===== src/rtl/alu_issue_stage.sv =====
// Issue stage in front of the combinational ALU: a 2-entry request FIFO drives the ALU
// from registers, and the result is captured into a tagged output register.
module alu_issue_stage #(
    parameter int WIDTH = 32,
    parameter int TAG_W = 4
) (
    input  logic             clock,
    input  logic             reset_n,
    input  logic             in_valid,
    output logic             in_ready,
    input  logic [1:0]       in_func,
    input  logic [WIDTH-1:0] in_a,
    input  logic [WIDTH-1:0] in_b,
    input  logic [TAG_W-1:0] in_tag,
    output logic [1:0]       alu_func,
    output logic [WIDTH-1:0] alu_a,
    output logic [WIDTH-1:0] alu_b,
    input  logic [WIDTH-1:0] alu_result,
    output logic             out_valid,
    input  logic             out_ready,
    output logic [WIDTH-1:0] out_result,
    output logic [TAG_W-1:0] out_tag,
    output logic [15:0]      op_count
);

    logic [1:0]       func_q [2];
    logic [WIDTH-1:0] a_q    [2];
    logic [WIDTH-1:0] b_q    [2];
    logic [TAG_W-1:0] tag_q  [2];

    logic [1:0]       count_q, count_d;
    logic             wr_ptr_q, rd_ptr_q;
    logic             in_ready_q, in_ready_d;
    logic             out_valid_q, out_valid_d;
    logic [WIDTH-1:0] out_result_q, out_result_d;
    logic [TAG_W-1:0] out_tag_q, out_tag_d;
    logic [15:0]      op_count_q, op_count_d;

    logic push, pop, out_hs, head_valid;

    always_comb begin
        head_valid   = (count_q != 2'd0);
        push         = in_valid && in_ready_q;
        pop          = head_valid && (!out_valid_q || out_ready);
        out_hs       = out_valid_q && out_ready;

        count_d      = count_q;
        out_valid_d  = out_valid_q;
        out_result_d = out_result_q;
        out_tag_d    = out_tag_q;

        if (push && !pop) begin
            count_d = count_q + 2'd1;
        end else if (pop && !push) begin
            count_d = count_q - 2'd1;
        end
        // in_ready is registered, so it looks ahead at the post-edge occupancy
        in_ready_d = (count_d < 2'd2);

        if (pop) begin
            out_valid_d  = 1'b1;
            out_result_d = alu_result;
            out_tag_d    = tag_q[rd_ptr_q];
        end else if (out_hs) begin
            out_valid_d  = 1'b0;
        end
        op_count_d = op_count_q + {15'd0, out_hs};
    end

    always_ff @(posedge clock or negedge reset_n) begin
        if (!reset_n) begin
            count_q      <= '0;
            wr_ptr_q     <= 1'b0;
            rd_ptr_q     <= 1'b0;
            in_ready_q   <= 1'b0;
            out_valid_q  <= 1'b0;
            out_result_q <= '0;
            out_tag_q    <= '0;
            op_count_q   <= '0;
            for (int i = 0; i < 2; i++) begin
                func_q[i] <= '0;
                a_q[i]    <= '0;
                b_q[i]    <= '0;
                tag_q[i]  <= '0;
            end
        end else begin
            count_q      <= count_d;
            in_ready_q   <= in_ready_d;
            out_valid_q  <= out_valid_d;
            out_result_q <= out_result_d;
            out_tag_q    <= out_tag_d;
            op_count_q   <= op_count_d;
            if (push) begin
                func_q[wr_ptr_q] <= in_func;
                a_q[wr_ptr_q]    <= in_a;
                b_q[wr_ptr_q]    <= in_b;
                tag_q[wr_ptr_q]  <= in_tag;
                wr_ptr_q         <= ~wr_ptr_q;
            end
            if (pop) begin
                rd_ptr_q <= ~rd_ptr_q;
            end
        end
    end

    // ALU inputs come straight from storage registers, zeroed when the FIFO is empty
    assign alu_func   = head_valid ? func_q[rd_ptr_q] : 2'd0;
    assign alu_a      = head_valid ? a_q[rd_ptr_q]    : '0;
    assign alu_b      = head_valid ? b_q[rd_ptr_q]    : '0;

    assign in_ready   = in_ready_q;
    assign out_valid  = out_valid_q;
    assign out_result = out_result_q;
    assign out_tag    = out_tag_q;
    assign op_count   = op_count_q;

endmodule


===== config.mk =====
export PLATFORM = sky130hd
export DESIGN_NAME = alu_issue_stage
export DESIGN_NICKNAME = d
export VERILOG_FILES = /design/src/rtl/alu_issue_stage.sv
export SDC_FILE = /design/constraint.sdc
export NUM_CORES = 1
export LEC_CHECK = 0
export ABC_AREA = 1
export CAP_MARGIN = 20
export CORE_MARGIN = 8
export CORE_UTILIZATION = 45
export CTS_CLUSTER_DIAMETER = 60
export CTS_CLUSTER_SIZE = 16
export DETAILED_ROUTE_END_ITERATION = 7
export HOLD_SLACK_MARGIN = 0.15
export PLACE_DENSITY_LB_ADDON = 0.25
export SKIP_CTS_REPAIR_TIMING = 1
export SYNTH_ARGS = -nofsm -noshare
export SYNTH_HDL_FRONTEND = slang
export SYNTH_SLANG_ARGS = --single-unit

===== constraint.sdc =====
create_clock -name clock -period 2.7 [get_ports clock]
set_clock_uncertainty 0.2 [all_clocks]
set_input_delay 0.27 -clock clock [delete_from_list [all_inputs] [get_ports clock]]
set_output_delay 0.27 -clock clock [all_outputs]
set_load 0.1 [all_outputs]

==> results.cfg, run 1 <==
[drt]
wl_per_cell_um = 15.5
drt-initial-drc-count = 415
vias = 7270
via_per_inst = 4.94
postRouteWirelength_um = 22800
drc = 0
ant_nets = 0
dr.pass1.iters = 5

[cells_and_area]
antenna_cells = 0
area_delta_synth_final_pct = 42.6
drive_gt1_share_pct = 19.1
final_common_cell = nand2_1
fin_cells = 1473
layout.nets = 1339
final_cell_mix = nand2_1 (279), dfrtp_1 (197), o21ai_0 (142), nor2_1 (114), clkdlybuf4s50_1 (104)

[place]
dp_cells = 1440
gp_congestion = 0.780
hpwl_um = 15600
dp_worst_setup_slack_ns = 0.522
port_buffers = 225

[worst_setup_path]
arrival_ns = 2.07
slowest_delay_ns = 0.36
critPathMostFrequentCell = buf_12
path_cells = inv_1 > ha_1 > inv_2 > buf_12 > o21ai_0 > nor2_1 > buf_12
path_class = flop to primary output
cp-end-kind = primary output
worstPathRequired_ns = 2.23
path_max_fanout = 67
cp_slowest_cell = dfrtp_1
cp-start-kind = flop

[sta]
rsz0062_at_grt = false
finalMaxSlewViolations = 0
period_needed_ns = 2.54
slew-limit-headroom_pct = 64.4
fmax_mhz = 394
finalSetupTns_ns = 0
hold_violations = 0
finalWorstSetupSlack_ns = 0.163
finalSetupViolCount = 0
worst_pin_slew_ns = 0.534
period_share_pct = 94.0

[grt]
overflow = 0
grt_max_degree = 71
grt_pass1_wl_um = 37300
grt_pass1_vias = 7349
busiest_layer = met2
grt_use_total_pct = 19.3
use_met3_pct = 6.19
antenna_found_initial = 1
use_met1_pct = 24.2
gr-usage-met2_pct = 31.4

[status]
status = finished, final reports clean

[logic_synthesis]
ys_warn_count = 0
syn-cell-area_mm2 = 0.00866
synth_cell_type_count = 23
seq_area_frac_synth_pct = 57.2
synth_top_cell_area_share_pct = 57.2
ys_seq_elements = 198
avgSynthCellArea_um2 = 8.45
synth_cells = 1024
synth_nets = 1137
yosys-top-cells-area = dfrtp_1 (57%), nand2_1 (12%), o21ai_0 (8.2%)
synth_top_cell_by_area = dfrtp_1

[clocking]
cts_tree = yes
cts.path.max_buffers = 2
cts-root-buf = clkbuf_16
cts_max_level = 4
cts-buffers-inserted = 17
clkTransAtPathRegs_ns = 0.07
clock_latency_ns = 0.43
clkSinkCount = 198

[worst_hold_path]
hp-class = input port to flop

[floorplan]
die_h_um = 155
die_x_um = 155
core_area_mm2 = 0.0188
start_util_pct = 46.1
rows = 50
io_pins = 226
dieArea_mm2 = 0.0239

[flow_run]
cap_violations = 0
-- cell families after synthesis --
group                    Yosys count  synth area share [%]
XOR/XNOR                           9                 0.911
AND/OR/NAND/NOR                  445                  19.6
AO/OA/AOI/OAI                    217                  13.6
buffers and inverters            148                  7.69
flip-flops                       198                  57.2
adder cells (fa/ha/maj)            7                  1.01
-- per-stage QoR --
stage	hold WS [ns]	instance area, um2	util [%]
finish	0.169	12300	65.8
floorplan	-0.226	8760	-
CTS	-0.357	12300	65.7
global route	0.161	12300	65.8
global placement	0.109	11700	62.6
detailed placement	0.110	11700	62.6
-- sequential cells by signal, indices dropped and copies added (netlist names) --
| signal | flops |
|---|---|
| a_q | 64 |
| b_q | 64 |
| out_result | 32 |
| op_count | 16 |
| tag_q | 8 |
| func_q | 4 |
| out_tag | 4 |
| count_q | 2 |
| in_ready | 1 |
| out_valid | 1 |
| rd_ptr_q | 1 |
| wr_ptr_q | 1 |
-- area by class of cell --
class,instances,area (um2)
flip-flops and latches,198,4960
repair buffers,243,3030
clock buffers,17,425
fillers,1532,6420
clock inverters,15,164
multi-input cells,678,3150
inverters,88,330
well taps,234,293
-- worst max-delay path, delay by kind of cell, from the launching register on --
kind	cells	cell delay, ns
adder cells (fa/ha/maj)	1	0.21
flip-flops	1	0.36
AND/OR/NAND/NOR	1	0.25
AO/OA/AOI/OAI	1	0.16
buffers and inverters	4	0.59
-- Yosys cell counts --
cell	count
inv_1	87
nand3_1	5
nand3b_1	1
xor2_1	6
or2_1	1
nand2_2	1
buf_4	1
xnor2_1	3
o21ai_0	142
nand2_1	280
o31ai_1	4
dfrtp_1	198
nand4_1	3
ha_1	7
clkbuf_1	35
buf_2	13
buf_8	2
o21a_1	1
o21ai_1	49
inv_2	1
nor2_1	154
o21ai_2	21
buf_6	9
-- layer usage --
metal	wire, um	vias to the layer above
li1	-	3616
met1	9950	3408
met2	10800	217
met3	1710	27
met4	339	2
met5	13	-
-- worst paths after layout --
path / start / endpoint / slack (ns) / depth (start not counted)
max in group asynchronous: reset_n / count_q[0] / 1.33 / 3
worst min register to register: b_q[44] / b_q[44] / 0.28 / 2
worst max register to register: count_q[0] / count_q[0] / 0.59 / 9
min in group asynchronous: reset_n / op_count[8] / 0.20 / 2
worst max-delay path: count_q[0] / alu_b[1] / 0.16 / 7
worst min-delay path: alu_result[0] / out_result[0] / 0.17 / 3
Power of run 1 is not shown: default switching activity piles up to over one toggle a cycle in this logic, so the estimate is an artifact.
==> inputs of run 2 (changes only) <==
--- a/config.mk
+++ b/config.mk
@@ -6,9 +6,10 @@
 export NUM_CORES = 1
 export LEC_CHECK = 0
 export ABC_AREA = 1
-export CAP_MARGIN = 20
+export CELL_PAD_IN_SITES_DETAIL_PLACEMENT = 1
+export CELL_PAD_IN_SITES_GLOBAL_PLACEMENT = 1
 export CORE_MARGIN = 8
-export CORE_UTILIZATION = 45
+export CORE_UTILIZATION = 36
 export CTS_CLUSTER_DIAMETER = 60
 export CTS_CLUSTER_SIZE = 16
 export DETAILED_ROUTE_END_ITERATION = 7
==> results.cfg, run 2 (synthesis results as in run 1) <==
[worst_setup_path]
worstPathRequired_ns = 2.23
startpoint = count_q[0]
path_class = flop to primary output
cp-end-kind = primary output
arrival_ns = 2.02
rrSetupSlack_ns = 0.67
reg2reg_depth = 9
worstReg2RegEnd = out_result[4]
r2r_start = count_q[0]
cp-start-kind = flop
path_max_fanout = 25

[sta]
finalSetupViolCount = 0
period_share_pct = 92.1
finalMaxSlewViolations = 0
finalSetupTns_ns = 0
fmax_mhz = 402
hold_violations = 0
period_needed_ns = 2.49
worst_pin_slew_ns = 0.841
rsz0062_at_grt = false
slew-limit-headroom_pct = 43.9

[clocking]
cts_max_level = 4
cts.path.max_buffers = 2
cts_tree = yes
cts-root-buf = clkbuf_16
clkSinkCount = 198
clkTransAtPathRegs_ns = 0.08
clock_latency_ns = 0.42
cts-buffers-inserted = 17

[grt]
busiest_layer = met2
use_met1_pct = 22.2
use_met3_pct = 4.91
grt_use_total_pct = 18.3
grt_max_degree = 76
gr-usage-met2_pct = 32.0
grt_pass1_wl_um = 43000
antenna_found_initial = 1
grt_pass1_vias = 8135
overflow = 0

[drt]
postRouteWirelength_um = 26200
dr.pass1.iters = 4
via_per_inst = 4.74
drt-initial-drc-count = 341
drc = 0
ant_nets = 0
wl_per_cell_um = 16.8
vias = 7393

[flow_run]
cap_violations = 0

[cells_and_area]
drive_gt1_share_pct = 19.2
area_delta_synth_final_pct = 43.4
layout.nets = 1342
antenna_cells = 0
final_cell_mix = nand2_1 (279), dfrtp_1 (197), o21ai_0 (142), nor2_1 (114), clkdlybuf4s50_1 (104)
final_common_cell = nand2_1

[worst_hold_path]
hp-class = input port to flop
hold_path_end = out_result[15]
min_path_cells = 3
hp-start = alu_result[15]

[floorplan]
die_h_um = 171
start_util_pct = 36.8
dieArea_mm2 = 0.0293
io_pins = 226
die_x_um = 171
core_area_mm2 = 0.0235
rows = 56

[status]
status = finished, final reports clean

[place]
hpwl_um = 18600
gp_congestion = 0.738
port_buffers = 225
-- run 2: per-layer routing --
layer / vias to the layer above / share of wire, % / wire, um
met4: 2 / 1.4 / 368
li1: 3605 / - / -
met5: - / 0.050 / 13
met2: 164 / 50 / 13200
met1: 3596 / 42 / 11100
met3: 26 / 6.1 / 1600
-- run 2: layout make-up --
class	instances	area, um2
multi-input cells	678	3150
well taps	319	399
clock buffers	19	443
inverters	88	330
fillers	2726	11100
flip-flops and latches	198	4960
clock inverters	13	133
repair buffers	246	3000
-- run 2: worst max-delay path by stage --
stage	slack, ns	depth (start not counted)	to
final	0.21	7	alu_a[31]
after global routing	0.02	7	alu_a[2]
after CTS	0.15	7	alu_a[2]
after detailed placement	0.40	10	op_count[14]
after global placement	0.52	10	op_count[14]
after floorplan	0.005	6	alu_a[0]
-- run 2: worst max-delay path, stage by stage, from the launching register on --
cell and delay (ns):
dfrtp_1 0.35, inv_1 0.06, ha_1 0.22, inv_2 0.07
buf_4 0.27, o21ai_0 0.13, nor2_1 0.26, buf_12 0.22
-- run 2: metrics by stage --
stage               worst slack [ns]  std cells  hold WS, ns  utilization [%]  cell area (um2)
detailed placement             0.401       1528        0.114             50.2            11800
CTS                            0.147       1560       -0.345             52.7            12400
global placement               0.516       1528        0.114             50.2            11800
finish                         0.212       1561        0.173             52.7            12400
floorplan                    0.00451       1024       -0.226                -             8760
global route                  0.0200       1561        0.169             52.7            12400
Power of run 2 is left out for the same reason.
==> inputs of run 3 (changes only) <==
==> constraint.sdc (replaced) <==
create_clock -name clock -period 2.7 [get_ports clock]
set_clock_uncertainty 0.2 [all_clocks]
set_input_delay 0.27 -clock clock [delete_from_list [all_inputs] [get_ports clock]]
set_output_delay 0.27 -clock clock [all_outputs]
set_load 0.005 [all_outputs]
==> results.cfg, run 3 (synthesis results as in run 1) <==
[place]
hpwl_um = 18000
port_buffers = 225
dp_worst_setup_slack_ns = 0.414
gp_congestion = 0.730
dp_cells = 1525

[drt]
m1WireLength_um = 11600
wl_per_cell_um = 16.7
vias = 7395
drt-initial-drc-count = 456
highest_layer = met4
ant_nets = 0
wl_met2_um = 12900
dr.pass1.iters = 4
postRouteWirelength_um = 26000
dr_wl_met3_um = 1070
drc = 0
via_per_inst = 4.75

[sta]
worst_pin_slew_ns = 0.711
slew-limit-headroom_pct = 52.6
finalSetupViolCount = 0
finalSetupTns_ns = 0
finalMaxSlewViolations = 0
fmax_mhz = 388
hold_violations = 0
finalWorstSetupSlack_ns = 0.123
period_share_pct = 95.4
period_needed_ns = 2.58
rsz0062_at_grt = true

[cells_and_area]
multiInputGateArea_mm2 = 0.00305
layout.nets = 1339
final_cell_mix = nand2_1 (279), clkdlybuf4s50_1 (199), dfrtp_1 (197), nor2_1 (154), o21ai_0 (142)
nFillCells = 2778
fin_cells = 1558
area_delta_synth_final_pct = 37.3
seqCellArea_mm2 = 0.00496
post-route-util_pct = 50.5
drive_gt1_share_pct = 6.05
antenna_cells = 0
final_common_cell = nand2_1

[clocking]
cts.path.max_buffers = 2
cts_max_level = 4
cts-root-buf = clkbuf_16
cts-buffers-inserted = 17
clkSinkCount = 198
cts_tree = yes
clock_latency_ns = 0.42
clkTransAtPathRegs_ns = 0.08

[grt]
grt_pass1_vias = 7991
grt_max_degree = 71
grt_use_total_pct = 18.0
overflow = 0
grt_pass1_wl_um = 42300
antenna_found_initial = 0

[worst_setup_path]
cp-start-kind = flop
rrSetupSlack_ns = 0.72
worstReg2RegEnd = a_q[47]
worstPathRequired_ns = 2.23
arrival_ns = 2.11
cp-end-kind = primary output
r2r_start = in_ready
reg2reg_depth = 5
path_class = flop to primary output
path_max_fanout = 36

[status]
status = finished, final reports clean

[floorplan]
dieArea_mm2 = 0.0293
start_util_pct = 36.8
core_area_mm2 = 0.0235
die_x_um = 171
rows = 56
io_pins = 226
die_h_um = 171

[worst_hold_path]
hp-start = alu_result[2]
min_path_cells = 3
hold_path_end = out_result[2]
hp-class = input port to flop

[pwr]
p_sw_uw = 5270
p_sw_share_pct = 37.5
finalPower_uw = 14100
share_comb_of_total_power_pct = 46.1
seqPwrFrac_pct = 35.7
p_leak_uw = 0.00600
intPower_uw = 8800
power_density_mw_per_mm2 = 1180
irDropWorstVdd_mv = 0.455
power_frac_clock_pct = 18.2

[flow_run]
cap_violations = 0
[run 3: changes by cell type in the layout (fill, tap and decap cells not counted), sizes merged, moves of 2 or more]
cell           before  now
dlymetal6s2s        0   25
buf               140   17
clkdlybuf4s50     104  199
inv                97   93
clkinv              4    6
[run 3: critical path, cell delays in order, from the launching register on]
cell and delay (ns):
dfrtp_1 0.35, inv_1 0.05, ha_1 0.21, inv_2 0.10
buf_12 0.18, o21ai_0 0.11, nor2_1 0.09, clkdlybuf4s50_1 0.55
[run 3: worst max path at each step]
stage	startpoint	end	slack [ns]	depth (start not counted)
detailed placement	in_valid	a_q[44]	0.41	6
global placement	count_q[0]	alu_func[1]	0.48	7
global route	count_q[0]	alu_a[26]	-0.03	7
floorplan	count_q[0]	in_ready	0.80	10
CTS	count_q[0]	alu_func[1]	-0.01	7
finish	count_q[0]	alu_b[31]	0.12	7
[run 3: through the flow]
stage	cell area (um2)	hold slack, ns
finish	11900	0.171
global route	11900	0.157
CTS	11800	-0.354
detailed placement	11200	0.124
global placement	11200	0.120
floorplan	8660	-0.226
[run 3: area by class of cell]
cell class / instances / share of cell area, %
clock buffers: 20 / 3.76
clock inverters: 12 / 1.15
inverters: 88 / 2.78
multi-input cells: 678 / 25.6
flip-flops and latches: 198 / 41.7
well taps: 319 / 3.36
repair buffers: 243 / 21.6
[run 3: power groups by stage]
stage	registers (uW)	logic (uW)	clock network, uW
6_report	5020	6490	2560
5_1_grt	5200	7290	2740
4_1_cts	5030	6760	2630
3_5_place_dp	5070	6700	0
3_3_place_gp	5020	6500	0
2_1_floorplan	4920	3220	0
[run 3: metal layers]
layer / GRT usage (%) / vias up
met1: 22.8 / 3632
met3: 3.71 / 24
met2: 30.7 / 134
met4: 5.18 / 0
li1: - / 3605
met5: 0 / -
(Power assumes the default switching activity.)
